## src/rtl/fifo_pkg.sv

```systemverilog
// Shared constants and helpers for the FIFO controller slice.
package fifo_pkg;

  localparam int unsigned DefAddrWidth = 6;
  localparam int unsigned DefDataWidth = 32;
  localparam int unsigned DefPtrWidth  = DefAddrWidth + 1;

  function automatic int unsigned fifo_depth(input int unsigned addr_width);
    return 32'd1 << addr_width;
  endfunction

endpackage

```

## src/rtl/fifo_ptr.sv

```systemverilog
// FIFO pointer: binary counter whose MSB is the wrap bit; clear has priority over increment.
module fifo_ptr #(
  parameter int unsigned Width = fifo_pkg::DefPtrWidth
) (
  input  logic             clk_i,
  input  logic             clr_i,
  input  logic             inc_i,
  output logic [Width-1:0] ptr_o
);

  logic [Width-1:0] ptr_q, ptr_d;

  always_comb begin
    ptr_d = ptr_q;
    if (clr_i) begin
      ptr_d = '0;
    end else if (inc_i) begin
      ptr_d = ptr_q + Width'(1);
    end
  end

  always_ff @(posedge clk_i) begin
    ptr_q <= ptr_d;
  end

  assign ptr_o = ptr_q;

endmodule

```

## src/rtl/fifo_ctrl.sv

```systemverilog
// Synchronous FIFO controller driving an external dual-port RAM; first-word-fall-through head.
module fifo_ctrl
  import fifo_pkg::*;
#(
  parameter int unsigned ADDRESS_WIDTH = DefAddrWidth,
  parameter int unsigned DATA_WIDTH    = DefDataWidth,
  parameter int unsigned AF_MARGIN     = 4,
  parameter int unsigned AE_MARGIN     = 4
) (
  input  logic                   fifoctrl_clk_i,
  input  logic                   fifoctrl_rst_i,
  input  logic                   fifoctrl_clear_i,
  input  logic                   fifoctrl_push_i,
  input  logic [DATA_WIDTH-1:0]  fifoctrl_wdata_i,
  input  logic                   fifoctrl_pop_i,
  output logic [DATA_WIDTH-1:0]  fifoctrl_rdata_o,
  output logic                   fifoctrl_full_o,
  output logic                   fifoctrl_empty_o,
  output logic                   fifoctrl_afull_o,
  output logic                   fifoctrl_aempty_o,
  output logic [ADDRESS_WIDTH:0] fifoctrl_count_o,
  output logic                   fifoctrl_overflow_o,
  output logic                   fifoctrl_underflow_o,
  output logic                   ram_we_o,
  output logic [ADDRESS_WIDTH-1:0] ram_waddr_o,
  output logic [ADDRESS_WIDTH-1:0] ram_raddr_o,
  output logic [DATA_WIDTH-1:0]  ram_wdata_o,
  input  logic [DATA_WIDTH-1:0]  ram_rdata_i
);

  localparam int unsigned Depth = fifo_depth(ADDRESS_WIDTH);
  localparam int unsigned PtrW  = ADDRESS_WIDTH + 1;

  if (ADDRESS_WIDTH < 1) begin : gen_bad_aw
    $error("fifo_ctrl: ADDRESS_WIDTH must be >= 1");
  end
  if (AF_MARGIN >= Depth) begin : gen_bad_af
    $error("fifo_ctrl: AF_MARGIN must be < DEPTH");
  end
  if (AE_MARGIN >= Depth) begin : gen_bad_ae
    $error("fifo_ctrl: AE_MARGIN must be < DEPTH");
  end

  localparam logic [PtrW-1:0] AfLevel = PtrW'(Depth - AF_MARGIN);
  localparam logic [PtrW-1:0] AeLevel = PtrW'(AE_MARGIN);

  logic [PtrW-1:0] wr_ptr, rd_ptr;
  logic [PtrW-1:0] count_q, count_d;
  logic            overflow_q, overflow_d;
  logic            underflow_q, underflow_d;
  logic            flush;
  logic            full, empty;
  logic            push_acc, pop_acc;

  assign flush = fifoctrl_rst_i | fifoctrl_clear_i;

  // Flags come only from registered pointers, never from push/pop inputs.
  assign empty = (wr_ptr == rd_ptr);
  assign full  = (wr_ptr[ADDRESS_WIDTH-1:0] == rd_ptr[ADDRESS_WIDTH-1:0]) &&
                 (wr_ptr[ADDRESS_WIDTH] != rd_ptr[ADDRESS_WIDTH]);

  assign push_acc = fifoctrl_push_i & ~full;
  assign pop_acc  = fifoctrl_pop_i & ~empty;

  fifo_ptr #(
    .Width (PtrW)
  ) u_wr_ptr (
    .clk_i (fifoctrl_clk_i),
    .clr_i (flush),
    .inc_i (push_acc),
    .ptr_o (wr_ptr)
  );

  fifo_ptr #(
    .Width (PtrW)
  ) u_rd_ptr (
    .clk_i (fifoctrl_clk_i),
    .clr_i (flush),
    .inc_i (pop_acc),
    .ptr_o (rd_ptr)
  );

  always_comb begin
    count_d     = count_q;
    overflow_d  = overflow_q | (fifoctrl_push_i & full);
    underflow_d = underflow_q | (fifoctrl_pop_i & empty);
    if (flush) begin
      count_d     = '0;
      overflow_d  = 1'b0;
      underflow_d = 1'b0;
    end else if (push_acc && !pop_acc) begin
      count_d = count_q + PtrW'(1);
    end else if (pop_acc && !push_acc) begin
      count_d = count_q - PtrW'(1);
    end
  end

  always_ff @(posedge fifoctrl_clk_i) begin
    count_q     <= count_d;
    overflow_q  <= overflow_d;
    underflow_q <= underflow_d;
  end

  assign ram_we_o    = push_acc & ~flush;
  assign ram_waddr_o = wr_ptr[ADDRESS_WIDTH-1:0];
  assign ram_wdata_o = fifoctrl_wdata_i;
  assign ram_raddr_o = rd_ptr[ADDRESS_WIDTH-1:0];

  assign fifoctrl_rdata_o     = ram_rdata_i;
  assign fifoctrl_full_o      = full;
  assign fifoctrl_empty_o     = empty;
  assign fifoctrl_afull_o     = (count_q >= AfLevel);
  assign fifoctrl_aempty_o    = (count_q <= AeLevel);
  assign fifoctrl_count_o     = count_q;
  assign fifoctrl_overflow_o  = overflow_q;
  assign fifoctrl_underflow_o = underflow_q;

endmodule
```

## config.mk

```make
export PLATFORM = sky130hd
export DESIGN_NAME = fifo_ctrl
export DESIGN_NICKNAME = d
export VERILOG_FILES = /design/src/rtl/fifo_pkg.sv /design/src/rtl/fifo_ptr.sv /design/src/rtl/fifo_ctrl.sv
export SDC_FILE = /design/constraint.sdc
export NUM_CORES = 1
export LEC_CHECK = 0
export BUFFER_PORTS_ARGS = -buffer_cell sky130_fd_sc_hd__buf_2
export CAP_MARGIN = 20
export CORE_ASPECT_RATIO = 0.8
export CORE_MARGIN = 4
export CORE_UTILIZATION = 43
export CTS_BUF_LIST = sky130_fd_sc_hd__clkbuf_4
export CTS_CLUSTER_SIZE = 16
export DETAILED_ROUTE_END_ITERATION = 7
export GPL_TIMING_DRIVEN = 0
export PLACE_DENSITY = 0.95
export SLEW_MARGIN = 20
export SYNTH_ARGS = -nofsm -noshare
export SYNTH_HDL_FRONTEND = slang
export SYNTH_SLANG_ARGS = --single-unit
```

## constraint.sdc

```tcl
create_clock -name fifoctrl_clk_i -period 8.6 [get_ports fifoctrl_clk_i]
set_input_delay 1.72 -clock fifoctrl_clk_i [delete_from_list [all_inputs] [get_ports fifoctrl_clk_i]]
set_output_delay 1.72 -clock fifoctrl_clk_i [all_outputs]
set_load 0.005 [all_outputs]
```

# After elaboration in Yosys (flattened, before gate mapping)
# Index checks and enable logic that the tools add are counted.
[totals] regBits=23 wordCells=33
[classes] n_addsub=4 order_cmp=2 eq_ne=3 mux=2 n_bitwise=11 n_reduce_logical=6
[op_table] op="adder 7 x 1 -> 7 bit, second input constant" n=3
[op_table] op="2-to-1 mux 7 bit" n=2
[op_table] op="equality test 7 bit" n=1
[op_table] op=">= comparator 7 x 6 -> 1 bit, second input constant" n=1
[op_table] op="<= comparator 7 x 3 -> 1 bit, second input constant" n=1
[op_table] op="subtractor 7 x 1 -> 7 bit, second input constant" n=1
[op_table] op="equality test 6 bit" n=1
[op_table] op="AND 1 bit" n=5
[op_table] op="logical AND 1 bit" n=3
[op_table] op="NOT 1 bit" n=3
[op_table] op="OR 1 bit" n=3
[op_table] op="zero test 1 bit" n=2
[op_table] op="nonzero test 2 bit" n=1
[op_table] op="!= test 1 bit" n=1

# Depth between registers and ports, before layout
# Gate-level depths: netlist (run 1).
[depth] depth_word=8 mapped_depth=13 ltp_nobuf=12

# Modules after synthesis
# A second synthesis (run 1) with hierarchy kept.
[hier_totals] hier_cells=207 hier_area_um2=1726.7
[by_module_without_submodules] mod="fifo_ctrl" instances=1 cells_each=149 area_per_inst_um2=1181.1
[by_module_without_submodules] mod="fifo_ptr" instances=2 cells_each=29 area_per_inst_um2=272.8

# Worst setup path after synthesis (run 1)
# Ideal clock, no wire load.
[synth_path] kind="input to output" startpoint="in fifoctrl_clear_i" endpoint="out ram_we_o" t_arrival_ns=2.544 required_time_ns=6.880 setup_slack_ns=4.336 stages=4 path_buffers=2 path_cell_list="or2_2 clkbuf_1 clkbuf_1 nor2_1"
[synth_via] elab_chain_len=3
[synth_rtl] item="from (decl)" line_no="fifo_ctrl.sv:12" source="input logic fifoctrl_clear_i,"
[synth_rtl] item="OR 1 bit" line_no="fifo_ctrl.sv:55" source="assign flush = fifoctrl_rst_i | fifoctrl_clear_i;"
[synth_rtl] item="NOT 1 bit" line_no="fifo_ctrl.sv:104" source="assign ram_we_o = push_acc & ~flush;"
[synth_rtl] item="AND 1 bit" line_no="fifo_ctrl.sv:104"
[synth_rtl] item="to (decl)" line_no="fifo_ctrl.sv:24" source="output logic ram_we_o,"
# No other way between the ends.

# Worst setup path in the final report (run 1)
# Ends and elaborated chain as after synthesis.

==> results.md, run 1 <==
| Metric | Reported | Unit |
| --- | --- | --- |
| Result of the run | complete, no violations | - |
| Flops & latches, synth | 23 | - |
| Via Count | 1774 | - |
| Largest net degree at the start of global routing | 13 | - |
| Die Y | 67.0 | microns |
| Post-route DRC | 0 | - |
| Cell area after technology mapping | 0.00187 | sq mm |
| Antenna-violating nets left | 0 | - |
| Clock Power Share | 21.7 | % |
| Area of the multi-input gates | 802 | sq um |
| Initial core utilization | 44.5 | % |
| Power density cells | 102 | mW/mm^2 |
| Setup repair bufs after CTS | 0 | - |
| Total clock sinks | 23 | - |
| Maximum level of the CTS H-tree | 1 | - |
| P_sw | 71.0 | uW |
| Number of standard cells in the final layout excluding fillers | 383 | - |
| Transition time of the tightest slew-check pin | 504 | ps |
| Largest buffer count on any clock path | 2 | - |
| TritonCTS Buffers | 3 | - |
| Wire length of the first global-routing pass | 6930 | microns |
| Leakage power of the design | 1.28 | nW |
| Placed instance area | 0.00241 | sq mm |
| Required time of the worst setup path | 6880 | ps |
| Detailed Route WL | 4580 | microns |
| Layout filler cell count | 393 | - |
| Sum of net half-perimeters after detailed placement | 3850 | microns |
| Power share of the combinational group | 32.5 | % |
| Distinct cell type count of the synthesized netlist | 34 | - |
| Cell chosen for the clock root | clkbuf_4 | - |
| Final non-filler cell area | 0.00244 | sq mm |
| Antenna violations before repair | 0 | - |
| Launch point of the critical path | fifoctrl_clear_i | - |
| Clock network latency to the later pin of the worst-skew pair | 310 | ps |
| Vias in the first global route | 1577 | - |
| Max Cap Viol | 0 | - |
| Number of cells after detailed placement | 379 | - |
| Area Growth Syn to Fin | 30.6 | % |
| Final-report hold violation count | 0 | - |
| Data arrival time at the worst-slack endpoint | 3060 | ps |
| I/O pin total | 159 | - |
| Diode insertion count for antenna repair | 0 | - |
| Setup repair after global routing missed its margin | no | - |
| Worst min-delay path category | reg -> reg | - |
| Leading post-synthesis cells by cell area | buf_4 (31%), dfxtp_1 (25%), ha_1 (5.4%), xnor2_1 (3.7%), a21oi_1 (3.5%) | - |
| CTS clk-pin slew, worst paths | 120 | ps |
| Count of buffering cells on the critical path with inverters included | 4 | - |
| Total Routing Usage GR | 15.7 | % |
| Internal power summed over all cells | 177 | uW |
| Time the worst path needs with I/O delays and setup | 4780 | ps |
| Max-slew violation total from the final report | 0 | - |
| Category of the critical setup timing path | in -> out | - |
| Total congestion overflow | 0 | - |
| Total Die Area | 0.00548 | sq mm |
| Type of origin of the critical path | primary input | - |
| Number of iterations in the first detailed-routing pass | 4 | - |
| Reg-to-reg startpoint | u_wr_ptr.ptr_o[3] | - |
| Number of DRC violations after detailed-routing iteration 0 | 98 | - |
| Number of setup violations in the final report | 0 | - |
| Sequential group share of total power | 45.8 | % |
| Family with the most delay on the worst path | buffers and inverters | - |
| Top library cells by usage in the layout, fill and taps aside | buf_2 (94), buf_4 (76), dfxtp_1 (23) | - |
| CTS tree | done | - |
| Via density per instance | 4.63 | - |
| Leading cell type in the layout, fill and taps excluded | buf_2 | - |
| Number of nets in the finished design | 405 | - |
| Post-route clock period utilization | 55.6 | % |
| Horizontal die dimension | 81.7 | microns |
| Worst setup slack for register-to-register paths | 5440 | ps |
| Share of layout cells above drive strength 1 | 55.2 | % |
| Share of synthesized area occupied by flip-flops and latches | 24.6 | % |
| Number of placement rows | 21 | - |
| Setup Skew | 3.78 | ps |
| Hold Startpoint | fifoctrl_overflow_o | - |
| Cell type with the largest total area after synthesis | buf_4 | - |
| Max VDD drop | 0.0606 | mV |
| Fraction of synthesized cell area taken by the top area cell type | 30.5 | % |
| Peak Freq | 209 | MHz |
| Max_slew headroom | 66.3 | % |
| Number of buffers inserted by hold repair at cts | 0 | - |
| Kind of end point of the critical path | output pin | - |
| Setup tns final | 0 | ps |
| Synthesized Nets | 306 | - |
| Switching part of the total power | 28.6 | % |
| Wire per inst | 11.9 | microns |
| Reg area | 460 | sq um |
| Mean cell area of the mapped netlist | 8.20 | sq um |
| Buffers on Ports | 94 | - |
| Yosys warning count | 0 | - |
| Ordered list of cells on the worst path | buf_2 -> or2_2 -> clkbuf_1 -> clkbuf_1 -> nor2_1 -> buf_2 | - |
| PostCTS Resize Cnt | 0 | - |
| Crit Path Max Fanout | 10 | - |
| Weighted congestion at the end of routability-driven global placement | 0.878 | - |
| Syn Inst Count | 228 | - |
| Crit-path max cell delay | 460 | ps |
| Worst-path cell with the longest stage delay | clkbuf_1 | - |
| Area of the core | 0.00420 | sq mm |
cells by family (layout without fill, tap and decap cells):
logic type | after synthesis | in the layout | share of synthesized area [%]
buffers and inverters | 84 | 182 | 32.5
AND/OR/NAND/NOR | 57 | 57 | 15.8
AO/OA/AOI/OAI | 40 | 40 | 13.6
flip-flops | 23 | 23 | 24.6
XOR/XNOR | 14 | 14 | 6.56
adder cells (fa/ha/maj) | 9 | 9 | 6.42
multiplexers | 1 | 1 | 0.535
power by group through the flow:
stage	Sequential (mW)	Clock [mW]	Combinational (mW)
after floorplan	0.115	0	0.0534
after global placement	0.116	0	0.0788
after detailed placement	0.116	0	0.0805
after CTS	0.114	0.0555	0.0813
after global routing	0.114	0.0602	0.0896
final	0.114	0.0539	0.0809
layout make-up:
type | instances | share of cell area (%)
tap | 57 | 2.92
timing repair buffer | 94 | 19.3
clock buffer | 4 | 1.23
buffer | 80 | 24.3
inverter | 4 | 0.615
sequential | 23 | 18.9
multi-input combinational | 121 | 32.8
worst paths after layout:
kind / endpoint / depth (start not counted)
worst min-delay path: fifoctrl_overflow_o / 2
worst max register to register: fifoctrl_count_o[6] / 11
worst max-delay path: ram_we_o / 6
worst min register to register: fifoctrl_overflow_o / 2
tightest hold or removal path, cell delays in order, from the launching register on:
cell and delay [ps]:
dfxtp_1 340, a21oi_1 40, nor2_1 70
stage by stage:
step,hold WS (ps),power (mW),setup WS (ps),util [%]
final,477,0.248,3820,58.1
after global routing,527,0.264,3700,58.1
after CTS,484,0.251,3840,58.1
after detailed placement,453,0.197,3840,57.4
after global placement,446,0.195,3890,57.4
after floorplan,460,0.169,4340,-
Yosys cell counts:
cell / number
xor2_1: 6
nand3b_1: 2
o21ai_2: 2
nand2_1: 15
inv_1: 4
nand4_2: 1
a21o_1: 2
or3_1: 3
buf_6: 1
nor3_1: 1
xnor2_1: 8
clkbuf_1: 3
or3_2: 1
o31ai_1: 4
o21ai_0: 8
o211ai_1: 5
a21oi_1: 13
buf_4: 76
nand4_1: 4
or4_1: 6
dfxtp_1: 23
nor4_1: 3
mux2i_1: 1
fa_1: 1
a32oi_1: 1
nand3_1: 6
a211oi_1: 2
a211o_1: 1
and2_1: 1
a31oi_1: 1
ha_1: 8
or2_2: 1
a41o_1: 1
nor2_1: 13
sequential cells by signal, summed over array words and instances, names as in the netlist:
signal	flops
fifoctrl_overflow_o	1
u_rd_ptr.ptr_o	7
u_wr_ptr.ptr_o	7
fifoctrl_count_o	7
fifoctrl_underflow_o	1
layer usage:
layer,GRT usage (%),wire length (microns)
met4,3.94,40
met2,25.5,2250
met1,20.9,1940
met3,3.65,348
met5,0,0
(Power assumes the default switching activity.)
==> inputs of run 2 (changes only) <==
--- a/config.mk
+++ b/config.mk
@@ -9,12 +9,12 @@
 export CAP_MARGIN = 20
 export CORE_ASPECT_RATIO = 0.8
 export CORE_MARGIN = 4
-export CORE_UTILIZATION = 43
+export CORE_UTILIZATION = 36
 export CTS_BUF_LIST = sky130_fd_sc_hd__clkbuf_4
 export CTS_CLUSTER_SIZE = 16
 export DETAILED_ROUTE_END_ITERATION = 7
 export GPL_TIMING_DRIVEN = 0
-export PLACE_DENSITY = 0.95
+export PLACE_DENSITY = 0.85
 export SLEW_MARGIN = 20
 export SYNTH_ARGS = -nofsm -noshare
 export SYNTH_HDL_FRONTEND = slang
==> constraint.sdc (replaced) <==
create_clock -name fifoctrl_clk_i -period 4.15 [get_ports fifoctrl_clk_i]
set_input_delay 0.83 -clock fifoctrl_clk_i [delete_from_list [all_inputs] [get_ports fifoctrl_clk_i]]
set_output_delay 0.83 -clock fifoctrl_clk_i [all_outputs]
set_load 0.005 [all_outputs]
==> run 2 against run 1 <==
Sequential share of layout area about the same. Largest cell class unchanged. Design area up 0.15%. Die area up 17%. First-iteration DRC count up 19%.
==> results.md, run 2 (synthesis results as in run 1) <==
| Metric | Reported | Unit | vs previous |
| --- | --- | --- | --- |
| Result of the run | complete, no violations | - |  |
| Number of nets in the finished design | 405 | - | unchanged |
| Antenna violations before repair | 0 | - | unchanged |
| Hold slack | 481 | ps | +4.31 ps |
| Max Cap Viol | 0 | - | unchanged |
| Area of the multi-input gates | 802 | sq um | unchanged |
| Post-route clock period utilization | 78.2 | % |  |
| Worst setup slack for register-to-register paths | 900 | ps | -4540 ps |
| Max_slew headroom | 64.4 | % | -1.9 points |
| Area Growth Syn to Fin | 30.8 | % |  |
| Least setup slack across all paths after layout | 904 | ps | -2920 ps |
| Total Die Area | 0.00642 | sq mm | +17% |
| Category of the critical setup timing path | reg -> reg | - |  |
| Layer carrying the most global-route usage | met2 | - |  |
| Vias in the first global route | 1592 | - | +0.95% |
| Reg-to-reg startpoint | u_wr_ptr.ptr_o[2] | - |  |
| Reg area | 460 | sq um | unchanged |
| Number of iterations in the first detailed-routing pass | 4 | - | unchanged |
| Setup repair bufs after CTS | 0 | - | unchanged |
| Number of setup violations in the final report | 0 | - | unchanged |
| Detailed Route WL | 4900 | microns | +7.1% |
| Pre-CTS setup slack | 986 | ps | -2860 ps |
| Required time of the worst setup path | 4360 | ps | -2520 ps |
| TritonCTS Buffers | 3 | - | unchanged |
| Setup Skew | 3.79 | ps | +0.0175 ps |
| Endpoint of the worst hold-timing path | fifoctrl_underflow_o | - |  |
| Sum of net half-perimeters after detailed placement | 4070 | microns | +5.7% |
| Area of the core | 0.00501 | sq mm | +19% |
| Largest net degree at the start of global routing | 14 | - | +1 |
| Share of layout cells above drive strength 1 | 55.2 | % | unchanged |
| Power density cells | 210 | mW/mm^2 | +110% |
| Post-route DRC | 0 | - | unchanged |
| Weighted congestion at the end of routability-driven global placement | 0.830 | - | -5.5% |
| Top library cells by usage in the layout, fill and taps aside | buf_2 (94), buf_4 (76), dfxtp_1 (23) | - |  |
| Kind of end point of the critical path | register | - |  |
| Max-slew violation total from the final report | 0 | - | unchanged |
| Layout filler cell count | 504 | - | +28% |
| Largest buffer count on any clock path | 2 | - | unchanged |
| Total clock sinks | 23 | - | unchanged |
| Number of buffers inserted by hold repair at cts | 0 | - | unchanged |
| Maximum level of the CTS H-tree | 1 | - | unchanged |
| Met2 GRT Util | 23.3 | % | -2.2 points |
| Initial core utilization | 37.4 | % | -7.1 points |
| Total Routing Usage GR | 14.1 | % | -1.7 points |
| Peak Freq | 308 | MHz |  |
| Data arrival time at the worst-slack endpoint | 3460 | ps | +400 ps |
| Capture point of the worst reg-to-reg path | fifoctrl_count_o[6] | - |  |
| Met1 usage in global routing | 18.0 | % | -2.9 points |
| Via density per instance | 4.66 | - | +0.60% |
| Cell chosen for the clock root | clkbuf_4 | - |  |
| Diode insertion count for antenna repair | 0 | - | unchanged |
| Final-report hold violation count | 0 | - | unchanged |
| Wire per inst | 12.6 | microns | +5.8% |
| Via Count | 1808 | - | +1.9% |
| Leading cell type in the layout, fill and taps excluded | buf_2 | - |  |
| Crit Path Max Fanout | 8 | - | -2 |
| I/O pin total | 159 | - | unchanged |
| Antenna-violating nets left | 0 | - | unchanged |
| Leakage power of the design | 1.28 | nW | about the same |
| Max VDD drop | 0.0993 | mV | +64% |
| Total congestion overflow | 0 | - | unchanged |
| Number of cells on the worst hold path | 2 | - | unchanged |
| Length in cells of the worst reg-to-reg path | 11 | - | unchanged |
| Horizontal die dimension | 88.6 | microns | +8.4% |
| Time the worst path needs with I/O delays and setup | 3250 | ps |  |
| Number of DRC violations after detailed-routing iteration 0 | 117 | - | +19% |
| Hold Startpoint | fifoctrl_underflow_o | - |  |
| Setup tns final | 0 | ps | unchanged |
| Clock network latency to the later pin of the worst-skew pair | 320 | ps | about the same |
| CTS tree | done | - |  |
| Transition time of the tightest slew-check pin | 534 | ps | +29.6 ps |
| Setup repair after global routing missed its margin | no | - |  |
| Worst min-delay path category | reg -> reg | - |  |
| Number of placement rows | 23 | - | +9.5% |
| Wire length of the first global-routing pass | 7230 | microns | +4.4% |
| Die Y | 72.5 | microns | +8.2% |
| Type of origin of the critical path | register | - |  |
| CTS clk-pin slew, worst paths | 130 | ps | about the same |
| Routing usage on met3 | 3.29 | % | -0.36 points |
| Buffers on Ports | 94 | - | unchanged |
| PostCTS Resize Cnt | 0 | - | unchanged |
## run 2: layout make-up
| class | count | area share [%] |
|---|---|---|
| sequential | 23 | 18.8 |
| tap | 62 | 3.17 |
| inverter | 4 | 0.614 |
| buffer | 80 | 24.2 |
| multi-input combinational | 121 | 32.8 |
| timing repair buffer | 94 | 19.2 |
| clock inverter | 1 | 0.205 |
| clock buffer | 3 | 0.921 |
## run 2: metal layers
layer / wire [microns] / part of all wire (%)
met1: 1950 / 40
met2: 2510 / 51
met3: 400 / 8.2
met4: 41 / 0.84
met5: 0 / 0
## run 2: worst max-delay path, cell delays in order (launching register included)
cell	delay [ps]
dfxtp_1	480
xnor2_1	170
nand4_2	200
o21ai_2	380
ha_1	340
inv_1	180
fa_1	460
a211oi_1	420
or3_1	180
nand4_1	110
xnor2_1	160
nor2_1	50
## run 2: power by group
group | internal (mW) | switching [mW] | total, mW | leakage, nW
Combinational | 0.0964 | 0.0736 | 0.170 | 1.08
Sequential | 0.227 | 0.00849 | 0.236 | 0.186
Clock | 0.0361 | 0.0716 | 0.108 | 0.0177
## run 2: worst max-delay path by stage
| stage | from | end | cells past startpoint |
|---|---|---|---|
| 6_report | u_wr_ptr.ptr_o[2] | fifoctrl_count_o[6] | 11 |
| 5_1_grt | u_wr_ptr.ptr_o[2] | fifoctrl_count_o[6] | 11 |
| 4_1_cts | u_wr_ptr.ptr_o[2] | fifoctrl_count_o[6] | 11 |
| 3_5_place_dp | fifoctrl_push_i | fifoctrl_count_o[6] | 12 |
| 3_3_place_gp | fifoctrl_push_i | fifoctrl_count_o[6] | 12 |
| 2_1_floorplan | fifoctrl_push_i | fifoctrl_count_o[6] | 11 |
## run 2: metrics by stage
stage / util, % / instances / instance area (sq um) / total power, mW
floorplan: - / 228 / 1870 / 0.350
global placement: 48.3 / 384 / 2420 / 0.405
detailed placement: 48.3 / 384 / 2420 / 0.411
CTS: 48.9 / 388 / 2450 / 0.516
global route: 48.9 / 388 / 2450 / 0.546
finish: 48.9 / 388 / 2450 / 0.513
